==> src/rtl/de0_nano_wb_pkg.sv <==
// Shared Wishbone B3 constants and arbiter state encoding for the DE0-Nano
// two-master CPU bus arbiter.
package de0_nano_wb_pkg;

  localparam logic [2:0] CTI_CLASSIC = 3'b000;
  localparam logic [2:0] CTI_CONST   = 3'b001;
  localparam logic [2:0] CTI_INCR    = 3'b010;
  localparam logic [2:0] CTI_EOB     = 3'b111;

  localparam logic [1:0] BTE_LINEAR  = 2'b00;
  localparam logic [1:0] BTE_WRAP4   = 2'b01;
  localparam logic [1:0] BTE_WRAP8   = 2'b10;
  localparam logic [1:0] BTE_WRAP16  = 2'b11;

  typedef enum logic [1:0] {
    ST_IDLE  = 2'd0,
    ST_G0    = 2'd1,
    ST_G1    = 2'd2,
    ST_ABORT = 2'd3
  } arb_state_t;

endpackage

==> src/rtl/de0_nano_wb_watchdog.sv <==
// Bus watchdog: counts strobed cycles without a slave response and flags the
// cycle in which the transfer has waited TIMEOUT cycles.
module de0_nano_wb_watchdog #(
  parameter int TIMEOUT = 1024,
  parameter int TO_W    = 16
) (
  input  logic clk,
  input  logic rst,
  input  logic strobed,
  input  logic resp,
  input  logic clear,
  output logic fire
);

  localparam int LIM = (TIMEOUT > 0) ? TIMEOUT - 1 : 0;
  localparam logic [TO_W-1:0] LIMIT = TO_W'(LIM);

  logic [TO_W-1:0] count_reg;
  logic [TO_W-1:0] count_next;
  logic            restart;

  assign restart = clear | resp | ~strobed;

  // Saturate so a disabled watchdog never wraps back into range.
  always_comb begin
    count_next = count_reg;
    if (restart) begin
      count_next = '0;
    end else if (count_reg != '1) begin
      count_next = count_reg + 1'b1;
    end
  end

  always_ff @(posedge clk or posedge rst) begin
    if (rst) begin
      count_reg <= '0;
    end else begin
      count_reg <= count_next;
    end
  end

  // A response in the limit cycle wins over the abort.
  assign fire = (TIMEOUT != 0) && strobed && !resp && (count_reg == LIMIT);

endmodule

==> src/rtl/de0_nano_wb_arbiter.sv <==
// Two-master (instruction / data) to one-slave Wishbone B3 arbiter with
// burst-aware round-robin grants and a hung-slave watchdog.
module de0_nano_wb_arbiter
  import de0_nano_wb_pkg::*;
#(
  parameter int AW      = 32,
  parameter int DW      = 32,
  parameter int TIMEOUT = 1024,
  parameter int TO_W    = 16
) (
  input  logic            clk,
  input  logic            rst,
  input  logic [AW-1:0]   wbm0_adr_i,
  input  logic [DW-1:0]   wbm0_dat_i,
  input  logic [DW/8-1:0] wbm0_sel_i,
  input  logic            wbm0_we_i,
  input  logic            wbm0_cyc_i,
  input  logic            wbm0_stb_i,
  input  logic [2:0]      wbm0_cti_i,
  input  logic [1:0]      wbm0_bte_i,
  output logic [DW-1:0]   wbm0_dat_o,
  output logic            wbm0_ack_o,
  output logic            wbm0_err_o,
  output logic            wbm0_rty_o,
  input  logic [AW-1:0]   wbm1_adr_i,
  input  logic [DW-1:0]   wbm1_dat_i,
  input  logic [DW/8-1:0] wbm1_sel_i,
  input  logic            wbm1_we_i,
  input  logic            wbm1_cyc_i,
  input  logic            wbm1_stb_i,
  input  logic [2:0]      wbm1_cti_i,
  input  logic [1:0]      wbm1_bte_i,
  output logic [DW-1:0]   wbm1_dat_o,
  output logic            wbm1_ack_o,
  output logic            wbm1_err_o,
  output logic            wbm1_rty_o,
  output logic [AW-1:0]   wbs_adr_o,
  output logic [DW-1:0]   wbs_dat_o,
  output logic [DW/8-1:0] wbs_sel_o,
  output logic            wbs_we_o,
  output logic            wbs_cyc_o,
  output logic            wbs_stb_o,
  output logic [2:0]      wbs_cti_o,
  output logic [1:0]      wbs_bte_o,
  input  logic [DW-1:0]   wbs_dat_i,
  input  logic            wbs_ack_i,
  input  logic            wbs_err_i,
  input  logic            wbs_rty_i,
  output logic [1:0]      grant_o,
  output logic            timeout_o
);

  arb_state_t state_reg, state_next;
  logic       last_reg, last_next;
  logic       abort_m_reg, abort_m_next;
  logic       fire;
  logic [1:0] live_grant;
  logic [1:0] abort_err;
  logic [1:0] m_stb, m_ack, m_err, m_rty;

  always_ff @(posedge clk or posedge rst) begin
    if (rst) begin
      state_reg   <= ST_IDLE;
      last_reg    <= 1'b1;
      abort_m_reg <= 1'b0;
    end else begin
      state_reg   <= state_next;
      last_reg    <= last_next;
      abort_m_reg <= abort_m_next;
    end
  end

  always_comb begin
    state_next   = state_reg;
    last_next    = last_reg;
    abort_m_next = abort_m_reg;
    wbs_adr_o    = '0;
    wbs_dat_o    = '0;
    wbs_sel_o    = '0;
    wbs_we_o     = 1'b0;
    wbs_cyc_o    = 1'b0;
    wbs_stb_o    = 1'b0;
    wbs_cti_o    = CTI_CLASSIC;
    wbs_bte_o    = BTE_LINEAR;
    case (state_reg)
      ST_IDLE: begin
        if (wbm0_cyc_i && wbm1_cyc_i) begin
          state_next = last_reg ? ST_G0 : ST_G1;
        end else if (wbm0_cyc_i) begin
          state_next = ST_G0;
        end else if (wbm1_cyc_i) begin
          state_next = ST_G1;
        end
      end
      ST_G0: begin
        wbs_adr_o = wbm0_adr_i;
        wbs_dat_o = wbm0_dat_i;
        wbs_sel_o = wbm0_sel_i;
        wbs_we_o  = wbm0_we_i;
        wbs_cyc_o = wbm0_cyc_i;
        wbs_stb_o = wbm0_stb_i;
        wbs_cti_o = wbm0_cti_i;
        wbs_bte_o = wbm0_bte_i;
        // Release takes priority over a simultaneous watchdog fire.
        if (!wbm0_cyc_i) begin
          last_next  = 1'b0;
          state_next = wbm1_cyc_i ? ST_G1 : ST_IDLE;
        end else if (fire) begin
          abort_m_next = 1'b0;
          state_next   = ST_ABORT;
        end
      end
      ST_G1: begin
        wbs_adr_o = wbm1_adr_i;
        wbs_dat_o = wbm1_dat_i;
        wbs_sel_o = wbm1_sel_i;
        wbs_we_o  = wbm1_we_i;
        wbs_cyc_o = wbm1_cyc_i;
        wbs_stb_o = wbm1_stb_i;
        wbs_cti_o = wbm1_cti_i;
        wbs_bte_o = wbm1_bte_i;
        if (!wbm1_cyc_i) begin
          last_next  = 1'b1;
          state_next = wbm0_cyc_i ? ST_G0 : ST_IDLE;
        end else if (fire) begin
          abort_m_next = 1'b1;
          state_next   = ST_ABORT;
        end
      end
      default: begin
        last_next = abort_m_reg;
        if (abort_m_reg) begin
          state_next = wbm0_cyc_i ? ST_G0 : ST_IDLE;
        end else begin
          state_next = wbm1_cyc_i ? ST_G1 : ST_IDLE;
        end
      end
    endcase
  end

  de0_nano_wb_watchdog #(
    .TIMEOUT (TIMEOUT),
    .TO_W    (TO_W)
  ) u_watchdog (
    .clk     (clk),
    .rst     (rst),
    .strobed (wbs_stb_o),
    .resp    (wbs_ack_i | wbs_err_i | wbs_rty_i),
    .clear   (state_next != state_reg),
    .fire    (fire)
  );

  // Slave responses only reach a master that currently owns the bus; ABORT
  // owns nothing, so a late slave ack there is dropped.
  assign live_grant = (state_reg == ST_G0) ? 2'b01 :
                      (state_reg == ST_G1) ? 2'b10 : 2'b00;
  assign abort_err  = (state_reg != ST_ABORT) ? 2'b00 :
                      (abort_m_reg ? 2'b10 : 2'b01);
  assign grant_o    = live_grant | abort_err;
  assign timeout_o  = (state_reg == ST_ABORT);
  assign m_stb      = {wbm1_stb_i, wbm0_stb_i};

  genvar gi;
  generate
    for (gi = 0; gi < 2; gi++) begin : g_resp
      assign m_ack[gi] = wbs_ack_i & live_grant[gi] & m_stb[gi];
      assign m_err[gi] = (wbs_err_i & live_grant[gi] & m_stb[gi]) | abort_err[gi];
      assign m_rty[gi] = wbs_rty_i & live_grant[gi] & m_stb[gi];
    end
  endgenerate

  assign wbm0_dat_o = wbs_dat_i;
  assign wbm1_dat_o = wbs_dat_i;
  assign wbm0_ack_o = m_ack[0];
  assign wbm0_err_o = m_err[0];
  assign wbm0_rty_o = m_rty[0];
  assign wbm1_ack_o = m_ack[1];
  assign wbm1_err_o = m_err[1];
  assign wbm1_rty_o = m_rty[1];

endmodule
==> config.mk <==
export PLATFORM = sky130hd
export DESIGN_NAME = de0_nano_wb_arbiter
export DESIGN_NICKNAME = d
export VERILOG_FILES = /design/src/rtl/de0_nano_wb_pkg.sv /design/src/rtl/de0_nano_wb_watchdog.sv /design/src/rtl/de0_nano_wb_arbiter.sv
export SDC_FILE = /design/constraint.sdc
export NUM_CORES = 1
export LEC_CHECK = 0
export ABC_AREA = 1
export BUFFER_PORTS_ARGS = -buffer_cell sky130_fd_sc_hd__buf_2
export CAP_MARGIN = 20
export CORE_AREA = 2 2 131 133
export DETAILED_ROUTE_END_ITERATION = 8
export DIE_AREA = 0 0 133 135
export PLACE_DENSITY = 0.53
export SLEW_MARGIN = 20
export SYNTH_ARGS = -nofsm -noshare
export SYNTH_HDL_FRONTEND = slang
export SYNTH_SLANG_ARGS = --single-unit
==> constraint.sdc <==
create_clock -name clk -period 3.2 [get_ports clk]
set_clock_uncertainty 0.2 [all_clocks]
set_input_delay 0.32 -clock clk [delete_from_list [all_inputs] [get_ports clk]]
set_output_delay 0.32 -clock clk [all_outputs]
set_load 0.01 [all_outputs]
Word level (Yosys, flattened, before mapping)
Index checks and enable logic that the tools add are counted.
Cells by class
  multiplexer cells: 33
  reductions and logical operators: 9
  equal/unequal tests: 13
  add/sub/neg operators: 1
  bitwise gates (word level): 21
Operator list (number)
  $pmux W32 S2: 2
  $mux W16: 2
  $mux W2: 13
  $add A16 B1 Y16 const B: 1
  $eq A16 B10 Y1 const B: 1
  $ne A16 B16 Y1 const B: 1
  $ne A2 B2 Y1 const B: 7
  $and A1 B1 Y1: 12
  $pmux W1 S2: 4
  $pmux W4 S2: 1
  $mux W1: 7
  $or A1 B1 Y1: 6
  $pmux W2 S3: 1
  $pmux W3 S2: 1
  $reduce_and A5 Y1: 1
  $eq A2 B2 Y1 const B: 2
  $pmux W2 S2: 1
  $reduce_bool A2 Y1: 2
  $logic_and A1 B1 Y1: 3
  $pmux W1 S3: 1
  $reduce_and A3 Y1: 1
  $eq A2 B1 Y1 const B: 1
  $logic_not A2 Y1: 1
  $ne A2 B2 Y1: 1
  3 further kinds: 4
Storage, ports and cells
  output and inout bits: 149
  logic and storage cells: 81
  input port bits: 189
  register bits after elaboration: 20

Longest topological paths before layout
Gate-level depths: netlist of run 1.
  word-level depth: 12
  mapped depth: 17
  mapped depth without buffers: 15

Modules after synthesis
From an unflattened synthesis of run 1, not the netlist that was laid out.
Unflattened totals
  cell total of the unflattened synthesis: 527
  area total of the unflattened synthesis: 3011.6 sq um
Modules (own cells, without submodules)
  de0_nano_wb_arbiter: cells each 387, area an instance 2013.2 sq um, times used 1, seq. area each 101.3 sq um
  de0_nano_wb_watchdog: cells each 140, area an instance 998.5 sq um, times used 1, seq. area each 400.4 sq um

Worst setup path before layout of run 1
OpenSTA, ideal clock, no wires.
  path kind: reg2reg
  from: reg state_reg[0]
  to: reg u_watchdog.count_reg[12]
  path buffers: 2
  required time: 2872 ps
  setup time: 128 ps
  path slack: 1010 ps
  arrival: 1863 ps
  stages on the path, launching flop included: 18
  clock period less this slack: 2190 ps
  cells stage by stage: dfrtp_1 inv_1 ha_1 buf_2 nand2_1 nand2_1 nand2_2 nor2_4 nand3_2 nand2_1 nand2_1 nand3_1 nand2_1 nand2_1 nand2_2 nand3_4 buf_12 nor2_4
On the way
  word-level cells in the longest chain between the ends: 11
  elaborated cells on any way between the ends: 19
  classes of those cells: eq/ne (3); mux (9); bitwise (3); reduce/logical (4)
RTL lines
  start, declared: line de0_nano_wb_arbiter.sv:53  | arb_state_t state_reg, state_next;
  start signal, assigned: line de0_nano_wb_arbiter.sv:67  | state_reg <= state_next;
  $eq A2 B2 Y1 or $eq A2 B1 Y1 (tied branches): line de0_nano_wb_arbiter.sv:85  | case (state_reg)
  $pmux W1 S2: line de0_nano_wb_arbiter.sv:85
  $logic_and A1 B1 Y1 (2 in series): line de0_nano_wb_watchdog.sv:43  | assign fire = (TIMEOUT != 0) && strobed && !resp && (count_reg == LIMIT);
  $mux W2: line de0_nano_wb_arbiter.sv:108, de0_nano_wb_arbiter.sv:125
  $mux W2, on equally long branches: line de0_nano_wb_arbiter.sv:122, de0_nano_wb_arbiter.sv:105
  $pmux W2 S3: line de0_nano_wb_arbiter.sv:85
  $ne A2 B2 Y1: line de0_nano_wb_arbiter.sv:149  | .clear (state_next != state_reg),
  $or A1 B1 Y1: line de0_nano_wb_watchdog.sv:22  | assign restart = clear | resp | ~strobed;
  $or A1 B1 Y1 (*): line de0_nano_wb_watchdog.sv:22
  $mux W16 or $reduce_bool A2 Y1 (tied branches)
  end signal, assigned: line de0_nano_wb_watchdog.sv:38  | count_reg <= count_next;
  end, declared: line de0_nano_wb_watchdog.sv:18  | logic [TO_W-1:0] count_reg;
Every way passes the cells marked *; elsewhere a longest branch is shown, timed or not.
A chain may end at the register's enable or synchronous reset.

Worst setup path after layout of run 1
  from: reg state_reg[0]
  to: out wbs_adr_o[4]
On the way
  word-level cells in the longest chain between the ends: 2
  elaborated cells on any way between the ends: 3
  classes of those cells: eq/ne (2); mux (1)
RTL lines
  $eq A2 B2 Y1 or $eq A2 B1 Y1 (tied branches): line de0_nano_wb_arbiter.sv:85
  $pmux W32 S2 (*): line de0_nano_wb_arbiter.sv:85
  end, declared: line de0_nano_wb_arbiter.sv:37  | output logic [AW-1:0] wbs_adr_o,
Marks and branches as above.

==> reports/qor.csv, run 1 <==
stage;metric;value;unit
global_route;wire_length_of_the_first_global_routing_pass;19800;microns
cts;postCtsResizedCells;0;
setup_path;crit_path_end_kind;primary output;
cts;cts.reportedPaths.clkPinSlew;60;ps
detailed_routing;postRouteWirelength;13400;microns
floorplanning;die-height;135;microns
yosys;syn_nets;700;
sta;grt_setup_unrepaired;false;
floorplanning;floorplan.rows;47;
yosys;synth.lib_cells_used.distinct;34;
floorplanning;die_w;133;microns
cts;htreeDepth;1;
global_route;track_usage;0.140;
run_status;run_status;finished, final reports clean;
detailed_routing;wl_per_cell;15.1;microns
detailed_routing;routed_antenna_nets;0;
yosys;synth.cell_area;2950;sq um
detailed_routing;average_vias_per_placed_instance;4.16;
sta;final_setup_viols;0;
floorplanning;floorplan.initialDensity;0.180;
floorplanning;top_level_ports;338;
place;port-buffer-count;241;
final_layout;largest_register_ff_count;16;
power;powerDensity;695;nW/um^2
yosys;synth_area_per_cell;5.85;sq um
global_route;via_count_of_the_first_global_routing_pass;3474;
global_route;grt_max_degree;52;
sta;final_hold_violating_endpoints;0;
yosys;synth_warnings;0;
power;irDropWorstVdd;330;uV
detailed_routing;drt_iter0_markers;126;
cts;ctsLongestPathBuffers;2;
final_layout;nNetsFinal;862;
global_route;overflow;0;
global_route;initial_antenna_violation_count;4;
setup_path;timing.critical_path.from_type;flop;
cts;cts.hold.buffers_added;0;
final_layout;drive_gt1_frac;0.414;
sta;drv_slew;0;
sta;hold-worst-slack;22.5;ps
detailed_routing;post-route-drc-count;0;
cts;clkSinkCount;20;
yosys;synth-async-reset-ratio;1.00;
yosys;synth-edff-count;0;
sta;post-route-period-util;0.838;
cts;cts-root-buf;clkbuf_16;
yosys;primary_ff_master_synth;dfrtp_1;
yosys;ys_seq_area_frac;0.170;
worst_hold_path;min-delay-path-class;input port to asynchronous set/reset pin;
run;maxCapViolCount;0;
setup_path;setup.worst_path.class;flop to primary output;
cts;cts_buffers;3;
cts;post-cts-setup-buffer-count;0;
sta;timing.final.crit_period;2680;ps
final_layout;area_growth_from_synthesis_to_final_layout;35.2;%
sta;worst-slew-pin-transition;804;ps
sta;maxSlewHeadroom;0.463;
floorplanning;die-area;18000;sq um
sta;setup_total_negative_slack;0;ps
floorplanning;coreArea;16400;sq um
setup_path;crit_arrival;2160;ps
detailed_routing;first_pass_iters;4;
place;place_congestion;0.838;
place;hpwl;11200;microns
power;power.static_leakage;2.05;nW
setup_path;cp.required;2680;ps
yosys;syn-instance-count;505;
detailed_routing;routed-via-count;3687;
sta;max_freq;373;MHz
cts;clk-insertion-delay-late;250;ps
setup_path;top_fanout_value_on_the_critical_path;42;
yosys;ys_seq_elements;20;
cts;cts_tree;yes;
per-layer routing:
metal  track usage  up-vias  routed length, microns  share of wire
met5        0.0278        -                     103         0.0077
met2         0.229      176                    6220           0.47
met3        0.0578       18                    1430           0.11
met1         0.176     1619                    5500           0.41
li1              -     1866                       -              -
met4        0.0185        8                     129         0.0096
stage by stage:
step	setup slack [ps]	cells	util	power [W]	area (sq um)
6_report	520	887	0.243	0.00278	3990
5_1_grt	328	887	0.243	0.00304	3990
4_1_cts	453	886	0.243	0.00282	3990
3_5_place_dp	618	882	0.238	0.00252	3900
3_3_place_gp	709	882	0.238	0.00252	3900
2_1_floorplan	1010	505	-	0.00167	2950
path summary, 6_finish.rpt:
kind,start,end,slack (ps),cells after the start
worst max-delay path,state_reg[0]$_DFF_PP0_,wbs_adr_o[4],520,6
worst min-delay path,rst,u_watchdog.count_reg[0]$_DFFE_PP0P_,20,2
worst max register to register,state_reg[1]$_DFF_PP0_,u_watchdog.count_reg[4]$_DFFE_PP0P_,670,11
worst min register to register,last_reg$_DFFE_PP1P_,last_reg$_DFFE_PP1P_,300,2
max in group asynchronous,rst,state_reg[0]$_DFF_PP0_,2270,2
min in group clk,last_reg$_DFFE_PP1P_,last_reg$_DFFE_PP1P_,300,2
where the power goes:
part	switching, W	internal [W]
Combinational	0.00146	0.000727
Sequential	0.0000229	0.000277
Clock	0.0000966	0.000191
Total	0.00158	0.00119
layout make-up:
class | instances | area (sq um)
fill | 1875 | 12400
multi-input combinational | 367 | 1760
timing repair buffer | 247 | 1260
sequential | 20 | 502
tap | 220 | 275
inverter | 28 | 105
clock buffer | 4 | 88.8
antenna | 1 | 2.50
critical path, cell delays in order (launching register included):
cell	delay, ps
dfrtp_1	440
inv_1	180
ha_2	260
buf_4	400
nand2_1	100
a21oi_1	270
buf_2	200
cell usage after synthesis, drive strengths merged, types with 2 or more instances:
| cell | number | area, sq um |
|---|---|---|
| nor3 | 4 | 25.0 |
| nand4 | 2 | 12.5 |
| dfrtp | 19 | 475 |
| nand2 | 201 | 764 |
| inv | 28 | 105 |
| clkbuf | 16 | 60.1 |
| a21oi | 75 | 375 |
| xor2 | 4 | 35.0 |
| ha | 6 | 75.1 |
| o22ai | 3 | 18.8 |
| xnor2 | 2 | 17.5 |
| nand3 | 16 | 97.6 |
| o21bai | 2 | 15.0 |
| buf | 74 | 536 |
| o21ai | 10 | 50.1 |
| nor2 | 35 | 211 |
cell families after synthesis:
family / synth area share
AND/OR/NAND/NOR: 0.378
adder cells (fa/ha/maj): 0.0254
AO/OA/AOI/OAI: 0.172
flip-flops: 0.170
XOR/XNOR: 0.0178
buffers and inverters: 0.237
cells in the final DEF (no fill, tap or decap):
master	synthesis	final
o21bai_1	2	2
a32oi_1	1	1
nand4_1	2	2
diode_2	0	1
nor2_4	10	10
ha_2	0	2
nor3_1	3	3
buf_2	1	241
clkbuf_16	0	3
nor2_2	2	2
xnor2_1	2	2
nand3_2	1	1
nor3_2	1	1
nand3_4	1	1
a211oi_1	1	1
nand2_1	197	197
inv_1	26	25
nor2_1	23	23
o21ai_0	10	10
o41ai_1	1	1
ha_1	6	4
o31ai_1	1	1
inv_2	2	3
dfrtp_1	19	19
xor2_1	4	4
o22ai_1	3	3
a21oi_1	75	75
dfstp_2	1	1
buf_4	64	5
nand2_2	4	4
clkbuf_8	0	1
buf_12	1	1
o211ai_1	1	1
and2_0	1	1
o21a_1	1	1
nand3_1	14	14
(Power assumes the default switching activity.)
==> run 2: changes to the inputs <==
--- a/config.mk
+++ b/config.mk
@@ -11,7 +11,7 @@
 export CORE_AREA = 2 2 131 133
 export DETAILED_ROUTE_END_ITERATION = 8
 export DIE_AREA = 0 0 133 135
-export PLACE_DENSITY = 0.53
+export PLACE_DENSITY = 0.55
 export SLEW_MARGIN = 20
 export SYNTH_ARGS = -nofsm -noshare
 export SYNTH_HDL_FRONTEND = slang
==> constraint.sdc (replaced) <==
create_clock -name clk -period 2.44 [get_ports clk]
set_clock_uncertainty 0.2 [all_clocks]
set_input_delay 0.244 -clock clk [delete_from_list [all_inputs] [get_ports clk]]
set_output_delay 0.244 -clock clk [all_outputs]
set_load 0.01 [all_outputs]
==> reports/qor.csv, run 2 (synthesized netlist as in run 1, its figures left out) <==
stage;metric;value;unit;change
run_status;run_status;finished with violations;;
run_status;failing_checks;hold timing;;
global_route;via_count_of_the_first_global_routing_pass;3535;;+1.8%
global_route;gr-usage-met1;0.188;;+0.0121
detailed_routing;postRouteWirelength;13800;microns;+3.3%
detailed_routing;wl_per_cell;15.5;microns;+2.5%
run;maxCapViolCount;0;;unchanged
setup_path;top_fanout_value_on_the_critical_path;51;;+21%
cts;cts_tree;yes;;
place;port-buffer-count;241;;unchanged
global_route;overflow;0;;unchanged
floorplanning;floorplan.initialDensity;0.180;;unchanged
cts;cts.reportedPaths.clkPinSlew;60;ps;about the same
final_layout;register_area;504;sq um;+0.50%
floorplanning;coreArea;16400;sq um;unchanged
final_layout;layout.cells.non_filler;894;;+0.79%
sta;max_freq;433;MHz;
detailed_routing;routed-via-count;3728;;+1.1%
global_route;gr-usage-met3;0.0499;;-0.00788
sta;drv_slew;0;;unchanged
detailed_routing;first_pass_iters;4;;unchanged
sta;final_hold_violating_endpoints;19;;+19
setup_path;timing.critical_path.from_type;flop;;
floorplanning;die-height;135;microns;unchanged
place;hpwl;11400;microns;+1.7%
detailed_routing;routed_antenna_nets;0;;unchanged
final_layout;largest_register_ff_count;16;;unchanged
cts;clkSinkCount;20;;unchanged
power;powerDensity;970;nW/um^2;+40%
detailed_routing;average_vias_per_placed_instance;4.17;;+0.32%
cts;clk-insertion-delay-late;250;ps;about the same
global_route;grt_max_degree;52;;unchanged
sta;post-route-period-util;0.947;;
final_layout;most-common-layout-cells;241 x buf_2, 197 x nand2_1, 75 x a21oi_1;;
final_layout;drive_gt1_frac;0.428;;+0.0135
final_layout;fill_cells;1860;;-0.80%
floorplanning;die-area;18000;sq um;unchanged
final_layout;multi_input_area;1780;sq um;+1.3%
place;place_inst;886;;+0.45%
floorplanning;top_level_ports;338;;unchanged
final_layout;mostFrequentLayoutCell;buf_2;;
setup_path;crit_path_end_kind;primary output;;
cts;ctsLongestPathBuffers;2;;unchanged
detailed_routing;post-route-drc-count;0;;unchanged
global_route;grt-busiest-layer;met2;;
sta;worst-slew-pin-transition;821;ps;+16.1 ps
global_route;wire_length_of_the_first_global_routing_pass;20200;microns;+2.3%
sta;final_setup_viols;0;;unchanged
cts;cts_buffers;3;;unchanged
final_layout;nNetsFinal;869;;+0.81%
worst_hold_path;min-delay-path-class;input port to asynchronous set/reset pin;;
cts;htreeDepth;1;;unchanged
floorplanning;die_w;133;microns;unchanged
setup_path;reg2reg_setup_slack;150;ps;-520 ps
sta;timing.final.crit_period;2310;ps;
cts;cts-root-buf;clkbuf_16;;
global_route;grtUsageMet2;0.235;;+0.00576
sta;maxSlewHeadroom;0.452;;-0.0107
power;power.static_leakage;2.12;nW;+3.5%
setup_path;cp.required;2000;ps;-680 ps
final_layout;area_growth_from_synthesis_to_final_layout;41.1;%;
global_route;track_usage;0.144;;+0.00402
sta;grt_setup_unrepaired;false;;
power;irDropWorstVdd;483;uV;+46%
floorplanning;floorplan.rows;47;;unchanged
sta;hold-worst-slack;-37.5;ps;-60.0 ps
global_route;initial_antenna_violation_count;2;;-2
sta;setup_total_negative_slack;0;ps;unchanged
detailed_routing;drt_iter0_markers;180;;+43%
place;place_congestion;0.821;;-2.0%
setup_path;setup.worst_path.class;flop to primary output;;
setup_path;crit_arrival;1870;ps;-290 ps
## run 2: metrics by stage
step / hold slack [ps] / util / setup WS [ps] / total power [W] / area [sq um]
final: -37.5 / 0.254 / 130 / 0.00405 / 4170
after global routing: 52.0 / 0.254 / 10.1 / 0.00438 / 4170
after CTS: 18.1 / 0.251 / -14.6 / 0.00402 / 4120
after detailed placement: 285 / 0.243 / 61.1 / 0.00344 / 3980
after global placement: 278 / 0.243 / 133 / 0.00345 / 3980
after floorplan: 7.09 / - / 250 / 0.00219 / 2950
## run 2: area by class of cell
cell class | instances | area share
Clock inverter | 1 | 0.00720
Inverter | 28 | 0.0258
Antenna cell | 1 | 0.000600
Multi-Input combinational cell | 367 | 0.427
Timing Repair Buffer | 254 | 0.335
Clock buffer | 3 | 0.0180
Sequential cell | 20 | 0.121
Tap cell | 220 | 0.0660
## run 2: timing repair
| action | 4_1_cts | 5_1_grt |
|---|---|---|
| cloned | 1 | 0 |
| buffers inserted | 0 | 2 |
| hold buffers | 0 | 0 |
| endpoints found under the setup margin | 21 | 65 |
| resized for setup | 1 | 8 |
## run 2: worst max-delay path, stage by stage, from the launching register on
cell     delay, ps
dfrtp_2        450
inv_2          140
ha_4           190
buf_12         220
nand2_1         90
a21oi_1        270
buf_2          210
## run 2: final timing paths
check	startpoint	endpoint	depth (start not counted)
max	state_reg[0]$_DFF_PP0_	wbs_adr_o[4]	6
min	rst	u_watchdog.count_reg[2]$_DFFE_PP0P_	2
max reg2reg	state_reg[0]$_DFF_PP0_	u_watchdog.count_reg[15]$_DFFE_PP0P_	14
min reg2reg	last_reg$_DFFE_PP1P_	last_reg$_DFFE_PP1P_	2
max in group asynchronous	rst	state_reg[1]$_DFF_PP0_	2
min in group clk	wbm1_cyc_i	state_reg[1]$_DFF_PP0_	5
## run 2: power by group
| part | internal (W) | total [W] | switching, W |
|---|---|---|---|
| Sequential | 0.000366 | 0.000399 | 0.0000337 |
| Clock | 0.000326 | 0.000459 | 0.000133 |
| Combinational | 0.00115 | 0.00319 | 0.00203 |
## run 2: routing by layer
metal / up-vias / part of all wire
li1: 1875 / -
met2: 190 / 0.47
met3: 10 / 0.094
met1: 1653 / 0.43
met4: 0 / 0.014
met5: - / 0
